## src/rtl/btb_update_queue.sv

```systemverilog
// BTB/bimodal training-write queue: turns c1 branch resolutions into BTB writes, buffered in a FIFO.
// Optional BTBQ_COALESCE_EN merges a candidate into the youngest queued entry when their vpc matches.
module btb_update_queue #(
  parameter int DEPTH  = 4,
  parameter int DROP_W = 8
) (
  input  logic              cpu_clock_i,
  input  logic              cpu_reset_i,
  input  logic              flush_i,
  input  logic              res_valid_i,
  input  logic              rcu_excp_i,
  input  logic              c1_btb_vld_i,
  input  logic [29:0]       c1_btb_vpc_i,
  input  logic [31:0]       c1_btb_target_i,
  input  logic [1:0]        c1_cntr_pred_i,
  input  logic              c1_bnch_tkn_i,
  input  logic [1:0]        c1_bnch_type_i,
  input  logic              c1_btb_way_i,
  input  logic              c1_btb_bm_mod_i,
  output logic              btb_wr_valid_o,
  input  logic              btb_wr_ready_i,
  output logic              btb_wr_full_o,
  output logic [29:0]       btb_wr_vpc_o,
  output logic [29:0]       btb_wr_target_o,
  output logic [1:0]        btb_wr_type_o,
  output logic              btb_wr_way_o,
  output logic [1:0]        btb_wr_cntr_o,
  output logic              q_full_o,
  output logic [DROP_W-1:0] drop_cnt_o
);

  localparam int PW = $clog2(DEPTH);

  logic [PW:0]        count_q, count_d;
  logic [PW-1:0]      rd_ptr_q, wr_ptr_q;
  logic [DROP_W-1:0]  drop_q;

  logic               full_mem   [DEPTH];
  logic [29:0]        vpc_mem    [DEPTH];
  logic [29:0]        target_mem [DEPTH];
  logic [1:0]         type_mem   [DEPTH];
  logic               way_mem    [DEPTH];
  logic [1:0]         cntr_mem   [DEPTH];

  logic               cand_v, cand_full;
  logic [1:0]         cand_cntr, pred_inc, pred_dec;
  logic               pop, push, drop, coalesce;
  logic               unused_tgt_lsb;

  assign unused_tgt_lsb = ^c1_btb_target_i[1:0];

  assign pred_inc = (c1_cntr_pred_i == 2'b11) ? 2'b11 : c1_cntr_pred_i + 2'd1;
  assign pred_dec = (c1_cntr_pred_i == 2'b00) ? 2'b00 : c1_cntr_pred_i - 2'd1;

  always_comb begin
    cand_v    = 1'b0;
    cand_full = 1'b0;
    cand_cntr = 2'b00;
    if (res_valid_i && !flush_i) begin
      if (c1_bnch_tkn_i && (rcu_excp_i || !c1_btb_vld_i)) begin
        cand_v    = 1'b1;
        cand_full = 1'b1;
        cand_cntr = c1_btb_vld_i ? pred_inc : 2'b10;
      end else if (c1_bnch_tkn_i && c1_btb_bm_mod_i && c1_btb_vld_i) begin
        cand_v    = 1'b1;
        cand_cntr = pred_inc;
      end else if (!c1_bnch_tkn_i && c1_btb_vld_i && c1_bnch_type_i == 2'b00) begin
        cand_v    = 1'b1;
        cand_cntr = pred_dec;
      end
    end
  end

  assign pop = (count_q != '0) && btb_wr_ready_i;

`ifdef BTBQ_COALESCE_EN
  logic [PW-1:0] young_ptr;
  assign young_ptr = wr_ptr_q - 1'b1;
  // A lone entry leaving this cycle cannot absorb the candidate.
  assign coalesce  = cand_v && (count_q != '0) && (vpc_mem[young_ptr] == c1_btb_vpc_i)
                     && !((count_q == (PW+1)'(1)) && pop);
`else
  assign coalesce = 1'b0;
`endif

  assign push    = cand_v && !coalesce && ((count_q != (PW+1)'(DEPTH)) || pop);
  assign drop    = cand_v && !coalesce && !push;
  assign count_d = count_q + (PW+1)'(push) - (PW+1)'(pop);

  always_ff @(posedge cpu_clock_i or posedge cpu_reset_i) begin
    if (cpu_reset_i) begin
      count_q  <= '0;
      rd_ptr_q <= '0;
      wr_ptr_q <= '0;
      drop_q   <= '0;
    end else begin
      count_q <= count_d;
      if (push) wr_ptr_q <= wr_ptr_q + 1'b1;
      if (pop)  rd_ptr_q <= rd_ptr_q + 1'b1;
      if (drop && (drop_q != '1)) drop_q <= drop_q + 1'b1;
    end
  end

  // Payload storage carries no reset; outputs are only meaningful while valid.
  always_ff @(posedge cpu_clock_i) begin
    if (push) begin
      full_mem[wr_ptr_q]   <= cand_full;
      vpc_mem[wr_ptr_q]    <= c1_btb_vpc_i;
      target_mem[wr_ptr_q] <= c1_btb_target_i[31:2];
      type_mem[wr_ptr_q]   <= c1_bnch_type_i;
      way_mem[wr_ptr_q]    <= c1_btb_way_i;
      cntr_mem[wr_ptr_q]   <= cand_cntr;
    end
`ifdef BTBQ_COALESCE_EN
    else if (coalesce) begin
      cntr_mem[young_ptr] <= cand_cntr;
      if (cand_full) begin
        full_mem[young_ptr]   <= 1'b1;
        target_mem[young_ptr] <= c1_btb_target_i[31:2];
        type_mem[young_ptr]   <= c1_bnch_type_i;
        way_mem[young_ptr]    <= c1_btb_way_i;
      end
    end
`endif
  end

  assign btb_wr_valid_o  = (count_q != '0);
  assign btb_wr_full_o   = full_mem[rd_ptr_q];
  assign btb_wr_vpc_o    = vpc_mem[rd_ptr_q];
  assign btb_wr_target_o = target_mem[rd_ptr_q];
  assign btb_wr_type_o   = type_mem[rd_ptr_q];
  assign btb_wr_way_o    = way_mem[rd_ptr_q];
  assign btb_wr_cntr_o   = cntr_mem[rd_ptr_q];
  assign q_full_o        = (count_q == (PW+1)'(DEPTH));
  assign drop_cnt_o      = drop_q;

endmodule

```

## config.mk

```make
export PLATFORM = sky130hd
export DESIGN_NAME = btb_update_queue
export DESIGN_NICKNAME = d
export VERILOG_FILES = /design/src/rtl/btb_update_queue.sv
export SDC_FILE = /design/constraint.sdc
export NUM_CORES = 1
export LEC_CHECK = 0
export ABC_AREA = 1
export CAP_MARGIN = 5
export CORE_MARGIN = 2
export CORE_UTILIZATION = 39
export CTS_BUF_LIST = sky130_fd_sc_hd__clkbuf_2 sky130_fd_sc_hd__clkbuf_4 sky130_fd_sc_hd__clkbuf_8
export CTS_CLUSTER_DIAMETER = 80
export CTS_CLUSTER_SIZE = 10
export DETAILED_ROUTE_END_ITERATION = 16
export DONT_BUFFER_PORTS = 1
export SLEW_MARGIN = 30
export SYNTH_ARGS = -nofsm -noshare
export SYNTH_HDL_FRONTEND = slang
export SYNTH_SLANG_ARGS = --single-unit
```

## constraint.sdc

```tcl
create_clock -name cpu_clock_i -period 4.68 [get_ports cpu_clock_i]
set_input_delay 1.404 -clock cpu_clock_i [delete_from_list [all_inputs] [get_ports cpu_clock_i]]
set_output_delay 1.404 -clock cpu_clock_i [all_outputs]
set_load 0.02 [all_outputs]
```

==> run_results.csv <==
group,metric,value,unit
worst_hold_path,hold_class,"reg2reg",
cts,cts-root-buf,"clkbuf_8",
critical_path,start_kind,"flip-flop",
die,row_count,60,
finish,fillCellCount,2421,
critical_path,crit_fanout,61,
global_routing,grt_pass1_vias,6061,
cts,clockBufferDepth,3,
cts,postCtsHoldBufs,0,
route,drtIter0Drc,289,
placed_design,dp_slack,1.01,ns
route,num_vias,6007,
timing,slew_viol_final,0,
cts,postCtsSetupBuffers,0,
synthesis,yosys_warnings,0,
cts,clkLatencyLatePin,0.56,ns
critical_path,crit_required,3.28,ns
route,drc,0,
synthesis,syn-cell-area,0.0108,mm2
die,core,0.0270,mm2
synthesis,ys.flop_type,"edfxtp_1",
synthesis,avgSynthCellArea,13.9,um2
timing,setup_violations,0,
timing,max_freq,0.237,GHz
placed_design,placed_cell_area,0.0111,mm2
synthesis,seq_area_frac_synth,77.2,%
cts,cts_made_buffers,31,
placed_design,hpwl,12.5,mm
synthesis,synth_edf_count,264,
synthesis,synth_top_area_share,73.7,%
finish,antenna_cells,0,
global_routing,grt_overflow,0,
status,outcome,"completed",
finish,areaGrowthSynthToFinish,9.37,%
critical_path,r2r_start,"count_q[1]",
placed_design,port_buffers,0,
timing,min_period_over_period,90.2,%
synthesis,synth_most_common_cell,"edfxtp_1",
cts,clk_pin_slew,0.08,ns
timing,slew_headroom,48.9,%
critical_path,crit_chain,"buf_4 > o21ai_0 > o22ai_1",
finish,fin_cells,1144,
route,wl_per_cell,19.5,um
pwr,power_density,577,mW/mm2
route,ant_nets,0,
finish,drive_gt1_share,11.3,%
pwr,p_leak,3.85,nW
synthesis,synthTopCellsByArea,"edfxtp_1, o21ai_0, nor2_1, o22ai_1, dfrtp_1",
timing,fin_tns_setup,0,ns
die,fp.dieW,170,um
critical_path,max_stage_delay,0.86,ns
timing,fin_ws,0.457,ns
critical_path,critPathCaptureType,"output pin",
synthesis,yosysUniqueCellTypes,29,
route,dr.pass1.iters,6,
die,floorplan.initialDensity,39.8,%
pwr,ir_worst_vdd,242,uV
synthesis,yosys.area.top_type,"edfxtp_1",
route,wl,22.3,mm
placed_design,place_inst,1087,
synthesis,async_flop_share,5.38,%
synthesis,ys_seq_elements,279,
placed_design,globalplace.congestion,0.762,
critical_path,cp-startpoint,"rd_ptr_q[0]",
cts,cts.sinks,279,
global_routing,track_usage,15.4,%
critical_path,path_class,"reg2out",
cts,cts_tree,"done",
die,ios,152,
synthesis,yosys-top-cells-count,"edfxtp_1, nor2_1, o21ai_0",
critical_path,crit_arrival,2.82,ns
route,avgViaCountPerCell,5.25,
synthesis,synth_cells,773,
flow_run,drv_cap,0,
timing,tightestPinTransition,0.767,ns
finish,design_area,0.0118,mm2
timing,post-route-min-period,4.22,ns
global_routing,grt_max_degree,68,
timing,clock_skew,0.00928,ns
die,die_area,0.0289,mm2
critical_path,cp_slowest_cell,"dfrtp_4",
finish,nNetsFinal,862,
global_routing,grt_pass1_wl,34.3,mm
timing,whs,0.522,ns
global_routing,antenna_found_initial,0,
synthesis,synth_fp_nets,856,
worst_hold_path,hp-start,"count_q[0]",
cts,cts-resized-gates,0,
timing,hold_viol,0,
die,die_h,170,um
timing,rsz0062_at_grt,"no",
cts,htreeDepth,1,
-- worst max-delay path: cells and delay by family, from the launching register on --
| kind | cells | cell delay [ns] |
|---|---|---|
| AOI/OAI and AO/OA | 2 | 0.72 |
| buffers and inverters | 1 | 0.59 |
| DFF | 1 | 0.86 |
-- where the power goes --
part / leakage, nW / internal [W] / switching, W
clock network: 0.343 / 0.000820 / 0.000801
registers: 2.58 / 0.00290 / 0.000147
logic: 0.930 / 0.000481 / 0.00163
-- area by class of cell --
type	count	area [um2]	share of cell area [%]
sequential	279	8310	70.7
multi-input combinational	426	2160	18.4
clock buffer	57	622	5.29
tap	341	427	3.63
timing repair buffer	16	145	1.23
inverter	25	96.3	0.819
-- sequential cells by signal (all words and copies together) (netlist names) --
register    count
cntr_mem        8
full_mem        4
count_q         3
way_mem         4
rd_ptr_q        2
target_mem    120
type_mem        8
drop_cnt_o      8
wr_ptr_q        2
vpc_mem       120
-- path summary, 6_finish.rpt --
path                                  endpoint  slack [ns]  cells after the start
min in group asynchronous        drop_cnt_o[1]        0.81                      1
max in group asynchronous          rd_ptr_q[0]        3.39                      1
hold reg to reg                     count_q[0]        0.52                      1
setup / recovery           btb_wr_target_o[23]        0.46                      3
hold / removal                      count_q[0]        0.52                      1
setup reg to reg                    count_q[2]        2.48                     10
-- per-layer routing --
layer / up-vias / global-route usage (%) / wire, um
met5: - / 0 / 0
met4: 0 / 3.60 / 329
met3: 26 / 4.93 / 2000
met2: 181 / 26.2 / 10900
met1: 2948 / 19.3 / 9060
li1: 2852 / - / -
-- metrics by stage --
stage / total power [W] / utilization, %
2_1_floorplan: 0.00479 / -
3_3_place_gp: 0.00525 / 41.2
3_5_place_dp: 0.00528 / 41.2
4_1_cts: 0.00690 / 43.5
5_1_grt: 0.00720 / 43.5
6_report: 0.00678 / 43.5
-- cells by family (layout without fill, tap and decap cells) --
group	count (synthesis)	in the layout	share of synthesized area [%]
DFF	279	279	77.2
AOI/OAI and AO/OA	206	206	10.4
and+or+nand+nor	204	204	7.81
buffers and inverters	68	98	2.96
xor gates and xnor gates	9	9	0.733
adders and majority gates	7	7	0.884
-- cells in the final DEF, fill, tap and decap left out --
cell type  Yosys  final
xnor2_1        4      4
nor2_4         2      6
nand4_1        3      3
inv_4          0      1
dfrtp_1       15     13
a31oi_1        1      1
o21ai_0      124    124
nand4_2        1      1
buf_4         10     14
nor2_1       146    142
inv_2          2      2
a21oi_1        3      3
clkbuf_4       0     26
o211ai_1       1      1
dfrtp_2        0      1
nor2_2         2      2
nand3_1        5      5
o21ai_1       11     11
edfxtp_1     264    264
o22ai_1       66     66
buf_12         0      2
nand2_1       39     39
nand3_2        2      2
nor3_1         2      2
fa_1           1      1
ha_1           6      6
inv_1         23     22
dfrtp_4        0      1
clkbuf_8       0     31
xor2_1         5      5
nand2_2        1      1
nand3_4        1      1
(Power assumes the default switching activity.)
